$ cat config.mk
export PLATFORM = sky130hd
export DESIGN_NAME = control_unit_hs
export DESIGN_NICKNAME = d
export VERILOG_FILES = /design/src/rtl/control_unit_hs.sv
export SDC_FILE = /design/constraint.sdc
export NUM_CORES = 1
export LEC_CHECK = 0
export CORE_MARGIN = 2
export CORE_UTILIZATION = 49
export CTS_CLUSTER_DIAMETER = 30
export CTS_CLUSTER_SIZE = 14
export DETAILED_ROUTE_END_ITERATION = 7
export GPL_TIMING_DRIVEN = 0
export HOLD_SLACK_MARGIN = 0.1
export MAX_ROUTING_LAYER = met4
export PLACE_DENSITY_LB_ADDON = 0.2
export SYNTH_ARGS = -nofsm -noshare
export SYNTH_HDL_FRONTEND = slang
export SYNTH_SLANG_ARGS = --single-unit
export TNS_END_PERCENT = 30
$ cat constraint.sdc
create_clock -name clk -period 3.1 [get_ports clk]
set_input_delay 0.31 -clock clk [delete_from_list [all_inputs] [get_ports clk]]
set_output_delay 0.31 -clock clk [all_outputs]
set_load 0.01 [all_outputs]
$ cat src/rtl/control_unit_hs.sv
// Fetch/decode/execute control FSM for one accumulator core. Memory accesses use
// req/ack handshakes; an optional ack timeout and illegal opcodes end in a sticky FAULT.
module control_unit_hs #(
    parameter int IR_WIDTH    = 8,
    parameter int ACK_TIMEOUT = 0,
    parameter int TO_WIDTH    = 8
) (
    input  logic                clk,
    input  logic                rst,
    input  logic                start,
    input  logic [IR_WIDTH-1:0] ins,
    input  logic                Zout,
    input  logic                imAck,
    input  logic                dmAck,
    output logic                imReq,
    output logic                dmReq,
    output logic                DataMemWrEn,
    output logic [2:0]          aluOp,
    output logic [3:0]          incReg,
    output logic [9:0]          wrEnReg,
    output logic [3:0]          busSel,
    output logic                ZWrEn,
    output logic                ready,
    output logic                done,
    output logic                err
);
    localparam logic [7:0] OP_NOP   = 8'd0;
    localparam logic [7:0] OP_END   = 8'd1;
    localparam logic [7:0] OP_CLAC  = 8'd2;
    localparam logic [7:0] OP_LDIAC = 8'd3;
    localparam logic [7:0] OP_LDAC  = 8'd4;
    localparam logic [7:0] OP_STR   = 8'd5;
    localparam logic [7:0] OP_STIR  = 8'd6;
    localparam logic [7:0] OP_JUMP  = 8'd7;
    localparam logic [7:0] OP_JMPNZ = 8'd8;
    localparam logic [7:0] OP_JMPZ  = 8'd9;
    localparam logic [7:0] OP_MUL   = 8'd10;
    localparam logic [7:0] OP_ADD   = 8'd11;
    localparam logic [7:0] OP_SUB   = 8'd12;
    localparam logic [7:0] OP_INCAC = 8'd13;

    localparam logic [2:0] ALU_PASS = 3'd0;
    localparam logic [2:0] ALU_CLR  = 3'd1;
    localparam logic [2:0] ALU_ADD  = 3'd2;
    localparam logic [2:0] ALU_SUB  = 3'd3;
    localparam logic [2:0] ALU_MUL  = 3'd4;
    localparam logic [2:0] ALU_INC  = 3'd5;

    localparam logic [3:0] BUS_DM = 4'd0;
    localparam logic [3:0] BUS_IM = 4'd1;
    localparam logic [3:0] BUS_PC = 4'd2;
    localparam logic [3:0] BUS_AC = 4'd3;
    localparam logic [3:0] BUS_RL = 4'd4;
    localparam logic [3:0] BUS_RP = 4'd5;
    localparam logic [3:0] BUS_RQ = 4'd6;

    localparam int WR_AC = 0;
    localparam int WR_R1 = 1;
    localparam int WR_RQ = 2;
    localparam int WR_RP = 3;
    localparam int WR_RC = 4;
    localparam int WR_RL = 5;
    localparam int WR_IR = 6;
    localparam int WR_PC = 7;
    localparam int WR_R  = 8;
    localparam int WR_AR = 9;

    localparam int INC_PC = 3;

    typedef enum logic [3:0] {
        S_IDLE, S_FETCH1, S_FETCH2, S_DECODE, S_ALU, S_MV, S_LD, S_ST,
        S_OPR1, S_OPR2, S_SKIP, S_DONE, S_FAULT
    } state_t;

    state_t              state_q, state_d;
    logic [7:0]          op_q, op_d;
    logic [TO_WIDTH-1:0] wait_q, wait_d;
    logic                waiting;
    logic                timeout;
    logic [7:0]          opcode;
    logic                is_mv;

    assign opcode = ins[7:0];
    assign is_mv  = (opcode[3:0] == 4'hF) && (opcode[7:4] >= 4'd1) && (opcode[7:4] <= 4'd9);

    generate
        if (IR_WIDTH > 8) begin : g_ins_hi
            logic ins_hi_unused;
            assign ins_hi_unused = ^ins[IR_WIDTH-1:8];
        end
    endgenerate

    // A wait state with no ack this cycle is what the timeout counter measures.
    always_comb begin
        waiting = 1'b0;
        case (state_q)
            S_FETCH2, S_OPR2: waiting = !imAck;
            S_LD, S_ST:       waiting = !dmAck;
            default:          waiting = 1'b0;
        endcase
    end

    assign timeout = (ACK_TIMEOUT != 0) && waiting && (wait_q == TO_WIDTH'(ACK_TIMEOUT));

    always_comb begin
        state_d     = state_q;
        op_d        = op_q;
        wait_d      = wait_q;
        imReq       = 1'b0;
        dmReq       = 1'b0;
        DataMemWrEn = 1'b0;
        aluOp       = ALU_PASS;
        incReg      = '0;
        wrEnReg     = '0;
        busSel      = BUS_DM;
        ZWrEn       = 1'b0;
        ready       = 1'b0;
        done        = 1'b0;
        err         = 1'b0;

        case (state_q)
            S_IDLE: begin
                ready = 1'b1;
                if (start) state_d = S_FETCH1;
            end
            S_FETCH1, S_OPR1: begin
                busSel          = BUS_PC;
                wrEnReg[WR_AR]  = 1'b1;
                state_d         = (state_q == S_FETCH1) ? S_FETCH2 : S_OPR2;
            end
            S_FETCH2: begin
                imReq = 1'b1;
                if (imAck) begin
                    busSel          = BUS_IM;
                    wrEnReg[WR_IR]  = 1'b1;
                    incReg[INC_PC]  = 1'b1;
                    state_d         = S_DECODE;
                end else if (timeout) begin
                    state_d = S_FAULT;
                end
            end
            S_DECODE: begin
                // The opcode is kept so later states need not rely on IR staying put.
                op_d = opcode;
                case (opcode)
                    OP_NOP:                                   state_d = S_FETCH1;
                    OP_END:                                   state_d = S_DONE;
                    OP_CLAC, OP_MUL, OP_ADD, OP_SUB, OP_INCAC: state_d = S_ALU;
                    OP_LDAC:                                  state_d = S_LD;
                    OP_STR:                                   state_d = S_ST;
                    OP_LDIAC, OP_STIR, OP_JUMP:               state_d = S_OPR1;
                    OP_JMPZ:                                  state_d = Zout ? S_OPR1 : S_SKIP;
                    OP_JMPNZ:                                 state_d = Zout ? S_SKIP : S_OPR1;
                    default:                                  state_d = is_mv ? S_MV : S_FAULT;
                endcase
            end
            S_ALU: begin
                case (op_q)
                    OP_CLAC: aluOp = ALU_CLR;
                    OP_MUL:  aluOp = ALU_MUL;
                    OP_ADD:  aluOp = ALU_ADD;
                    OP_SUB:  aluOp = ALU_SUB;
                    default: aluOp = ALU_INC;
                endcase
                wrEnReg[WR_AC] = 1'b1;
                ZWrEn          = 1'b1;
                state_d        = S_FETCH1;
            end
            S_MV: begin
                case (op_q[7:4])
                    4'd1: begin busSel = BUS_AC; wrEnReg[WR_RL] = 1'b1; end
                    4'd2: begin busSel = BUS_AC; wrEnReg[WR_RP] = 1'b1; end
                    4'd3: begin busSel = BUS_AC; wrEnReg[WR_RQ] = 1'b1; end
                    4'd4: begin busSel = BUS_AC; wrEnReg[WR_RC] = 1'b1; end
                    4'd5: begin busSel = BUS_AC; wrEnReg[WR_R]  = 1'b1; end
                    4'd6: begin busSel = BUS_AC; wrEnReg[WR_R1] = 1'b1; end
                    4'd7: begin busSel = BUS_RP; wrEnReg[WR_AC] = 1'b1; end
                    4'd8: begin busSel = BUS_RQ; wrEnReg[WR_AC] = 1'b1; end
                    4'd9: begin busSel = BUS_RL; wrEnReg[WR_AC] = 1'b1; end
                    default: ;
                endcase
                state_d = S_FETCH1;
            end
            S_OPR2: begin
                imReq = 1'b1;
                if (imAck) begin
                    busSel = BUS_IM;
                    if (op_q == OP_LDIAC || op_q == OP_STIR) begin
                        wrEnReg[WR_AR] = 1'b1;
                        incReg[INC_PC] = 1'b1;
                        state_d        = (op_q == OP_LDIAC) ? S_LD : S_ST;
                    end else begin
                        wrEnReg[WR_PC] = 1'b1;
                        state_d        = S_FETCH1;
                    end
                end else if (timeout) begin
                    state_d = S_FAULT;
                end
            end
            S_LD: begin
                dmReq = 1'b1;
                if (dmAck) begin
                    busSel         = BUS_DM;
                    aluOp          = ALU_PASS;
                    wrEnReg[WR_AC] = 1'b1;
                    ZWrEn          = 1'b1;
                    state_d        = S_FETCH1;
                end else if (timeout) begin
                    state_d = S_FAULT;
                end
            end
            S_ST: begin
                dmReq       = 1'b1;
                DataMemWrEn = 1'b1;
                busSel      = BUS_AC;
                if (dmAck)        state_d = S_FETCH1;
                else if (timeout) state_d = S_FAULT;
            end
            S_SKIP: begin
                incReg[INC_PC] = 1'b1;
                state_d        = S_FETCH1;
            end
            S_DONE: begin
                done = 1'b1;
                if (!start) state_d = S_IDLE;
            end
            S_FAULT: err = 1'b1;
            default: state_d = S_FAULT;
        endcase

        if (state_d != state_q) wait_d = '0;
        else if (waiting)       wait_d = wait_q + TO_WIDTH'(1);
    end

    always_ff @(posedge clk) begin
        if (rst) begin
            state_q <= S_IDLE;
            op_q    <= '0;
            wait_q  <= '0;
        end else begin
            state_q <= state_d;
            op_q    <= op_d;
            wait_q  <= wait_d;
        end
    end
endmodule

==> flow_metrics.env <==
export IMPL_p_leak_nw=0.583
export IMPL_clkSinkCount=12
export IMPL_ys_flop_type="dfxtp_1"
export IMPL_grt_max_degree=11
export IMPL_cts_setup_buffers=0
export IMPL_grt_pass1_vias=1294
export IMPL_start_util=0.510
export IMPL_setup_violations_final=0
export IMPL_hold_violations=0
export IMPL_final_layout_size_suffix_gt1_frac=0.0730
export IMPL_ioPinCount=42
export IMPL_vias=1511
export IMPL_synthMuxAreaShare=0
export IMPL_hold_path_class="in -> reg"
export IMPL_yosysWarnings=0
export IMPL_clk_latency_ns=0.29
export IMPL_status="finished clean"
export IMPL_avgSynthCellArea_um2=6.49
export IMPL_critPathRequiredTime_ns=2.79
export IMPL_tightestPinTransition_ns=0.574
export IMPL_dp_hpwl_mm=2.73
export IMPL_cts_hold_buf=0
export IMPL_fp_dieH_um=54.3
export IMPL_cap_violations=0
export IMPL_synth_compound_gate_area_share=0.262
export IMPL_synth_top_family_by_area="simple AND/OR/NAND/NOR gates"
export IMPL_worst_r2r_path_depth=5
export IMPL_die_w_um=54.3
export IMPL_worstSetupPathType="reg -> out"
export IMPL_synth_simple_area_share=0.440
export IMPL_cts_root_buf="clkbuf_4"
export IMPL_fp_dieArea_mm2=0.00295
export IMPL_gp_congestion=0.934
export IMPL_rows=18
export IMPL_yosysSeqAreaShare=0.194
export IMPL_async_flop_share=0
export IMPL_syn_to_final_growth_pct=35.1
export IMPL_ff2ff_setup_slack_ns=1.15
export IMPL_fin_worst_skew_ns=0.00121
export IMPL_cts_buffer_depth=2
export IMPL_track_usage=0.267
export IMPL_gr_total_overflow=0
export IMPL_synth_seq_cells=12
export IMPL_synthAdderAreaFrac=0
export IMPL_fin_setup_tns_ns=0
export IMPL_dp_cells=259
export IMPL_grt_use_met3=0.0410
export IMPL_drt_iter0_markers=53
export IMPL_cts_tree="done"
export IMPL_critPathMaxFanout=10
export IMPL_antennaDiodeCount=0
export IMPL_vias_per_cell=5.75
export IMPL_drt_pass1_iterations=4
export IMPL_cts_htree_levels=1
export IMPL_numPortBuffers=35
export IMPL_nNetsFinal=248
export IMPL_slew_headroom=0.616
export IMPL_core_mm2=0.00243
export IMPL_fmax_mhz=356
export IMPL_gr_max_usage_layer="met2"
export IMPL_grt_first_pass_wirelength_mm=5.67
export IMPL_rsz0062_at_grt="false"
export IMPL_maxSlewViolCount=0
export IMPL_worst_setup_path_start_kind="flip-flop"
export IMPL_irDropWorstVdd_mv=0.382
export IMPL_ys_types=46
export IMPL_fin_crit_ns=2.81
export IMPL_timing_final_crit_share=0.905
export IMPL_endpoint="busSel[0]"
export IMPL_r2r_start="state_q[0]"
export IMPL_crit_start="state_q[2]"
export IMPL_gr_usage_met2=0.440
export IMPL_end_kind="output port"
export IMPL_final_cells=263
export IMPL_cts_buffers=3
export IMPL_synth_cells=191
export IMPL_gr_usage_met1=0.321
export IMPL_clk_pin_slew_worst_paths_ns=0.08
export IMPL_post_cts_resized=0
export IMPL_r2r_end="state_q[3]"
export IMPL_antenna_found_initial=0
export IMPL_power_density_mw_per_mm2=659
export IMPL_synthXorXnorAreaFrac=0.0141
export IMPL_cp_arrival_ns=2.50
export IMPL_routedWlPerCell_um=13.5
export IMPL_ant_nets=0
export IMPL_synth_cell_area_mm2=0.00124
export IMPL_wl_mm=3.55
export IMPL_drcViolationCount=0
export IMPL_synth_edff_count=0
## cell families (layout without fill, tap and decap cells)
family                 Yosys count  count (layout)
XOR/XNOR                         2               2
AND/OR/NAND/NOR                105             105
flip-flops                      12              12
AO/OA/AOI/OAI                   47              47
other                            1               4
buffers and inverters           24              63
## critical path, stage by stage (launching register included)
cell             delay (ns)
dfxtp_1                0.42
buf_2                  0.26
buf_1                  0.39
nand2_1                0.13
nor3_1                 0.15
a21oi_1                0.07
o21ai_0                0.21
clkdlybuf4s50_1        0.58
## cell usage after synthesis (2+ instances only)
master | n | area [µm²]
nand2_1 | 35 | 131
nor2_1 | 22 | 82.6
a21oi_1 | 16 | 80.1
clkbuf_1 | 13 | 48.8
dfxtp_1 | 12 | 240
nor2b_1 | 8 | 50.1
o21ai_0 | 7 | 35.0
nor3_1 | 6 | 30.0
nor3b_1 | 6 | 45.0
nor4_1 | 5 | 31.3
buf_4 | 4 | 30.0
inv_1 | 4 | 15.0
nand2b_1 | 4 | 25.0
nand3_1 | 4 | 20.0
a31oi_1 | 3 | 18.8
and3_1 | 3 | 18.8
a211oi_1 | 2 | 15.0
a21o_1 | 2 | 15.0
a221oi_1 | 2 | 17.5
a22oi_1 | 2 | 15.0
buf_2 | 2 | 10.0
nand3b_1 | 2 | 15.0
nor4b_1 | 2 | 17.5
o221a_2 | 2 | 22.5
xnor2_1 | 2 | 17.5
## power breakdown
| group | switching [W] | internal, W | total [W] | leakage, nW |
|---|---|---|---|---|
| combinational | 0.000418 | 0.000336 | 0.000754 | 0.464 |
| sequential | 0.0000359 | 0.000185 | 0.000221 | 0.0975 |
| clock | 0.0000574 | 0.0000717 | 0.000129 | 0.0210 |
| total | 0.000512 | 0.000593 | 0.00110 | 0.583 |
## stage by stage
| stage | hold WS, ns | area [µm²] | utilization | total power, W | setup slack, ns |
|---|---|---|---|---|---|
| 2_1_floorplan | 0.446 | 1250 | - | 0.000699 | 1.17 |
| 3_3_place_gp | 0.501 | 1640 | 0.674 | 0.000949 | 0.667 |
| 3_5_place_dp | 0.496 | 1640 | 0.674 | 0.000963 | 0.656 |
| 4_1_cts | 0.388 | 1680 | 0.689 | 0.00109 | 0.338 |
| 5_1_grt | 0.435 | 1680 | 0.689 | 0.00119 | 0.123 |
| 6_report | 0.382 | 1680 | 0.689 | 0.00110 | 0.295 |
## cell type report
| cell class | instances | area (µm²) |
|---|---|---|
| clock buffer | 4 | 36.3 |
| inverter | 4 | 15.0 |
| tap | 30 | 37.5 |
| multi-input combinational | 158 | 903 |
| sequential | 12 | 240 |
| buffer | 20 | 92.6 |
| timing repair buffer | 35 | 350 |
| fill | 227 | 757 |
## how the worst min path moves through the flow
stage / startpoint / end / slack (ns) / cells after the start
floorplan: ins[1] / op_q[1] / 0.45 / 2
global placement: op_q[2] / op_q[2] / 0.50 / 2
detailed placement: op_q[1] / op_q[1] / 0.50 / 2
CTS: ins[2] / op_q[2] / 0.39 / 3
global route: ins[2] / op_q[2] / 0.44 / 3
finish: ins[2] / op_q[2] / 0.38 / 3
## flip-flops by register name, indices dropped and copies added, names as in the netlist
| name | cells |
|---|---|
| op_q | 8 |
| state_q | 4 |
## layer usage
metal	part of all wire	vias up
li1	-	759
met1	0.43	678
met2	0.47	67
met3	0.083	7
met4	0.018	0
met5	0	-
## cells in the final DEF (no fill, tap or decap), types with 4 or more instances in the layout
| cell | netlist | routed |
|---|---|---|
| clkdlybuf4s50_1 | 0 | 35 |
| conb_1 | 1 | 4 |
| nand2b_1 | 4 | 4 |
| dfxtp_1 | 12 | 12 |
| nand2_1 | 35 | 35 |
| nor2_1 | 22 | 22 |
| nor2b_1 | 8 | 8 |
| nor3_1 | 6 | 6 |
| inv_1 | 4 | 4 |
| clkbuf_1 | 13 | 13 |
| a21oi_1 | 16 | 16 |
| nor4_1 | 5 | 5 |
| nor3b_1 | 6 | 6 |
| buf_4 | 4 | 4 |
| nand3_1 | 4 | 4 |
| o21ai_0 | 7 | 7 |
No activity file was read; power rests on OpenSTA's default activity.
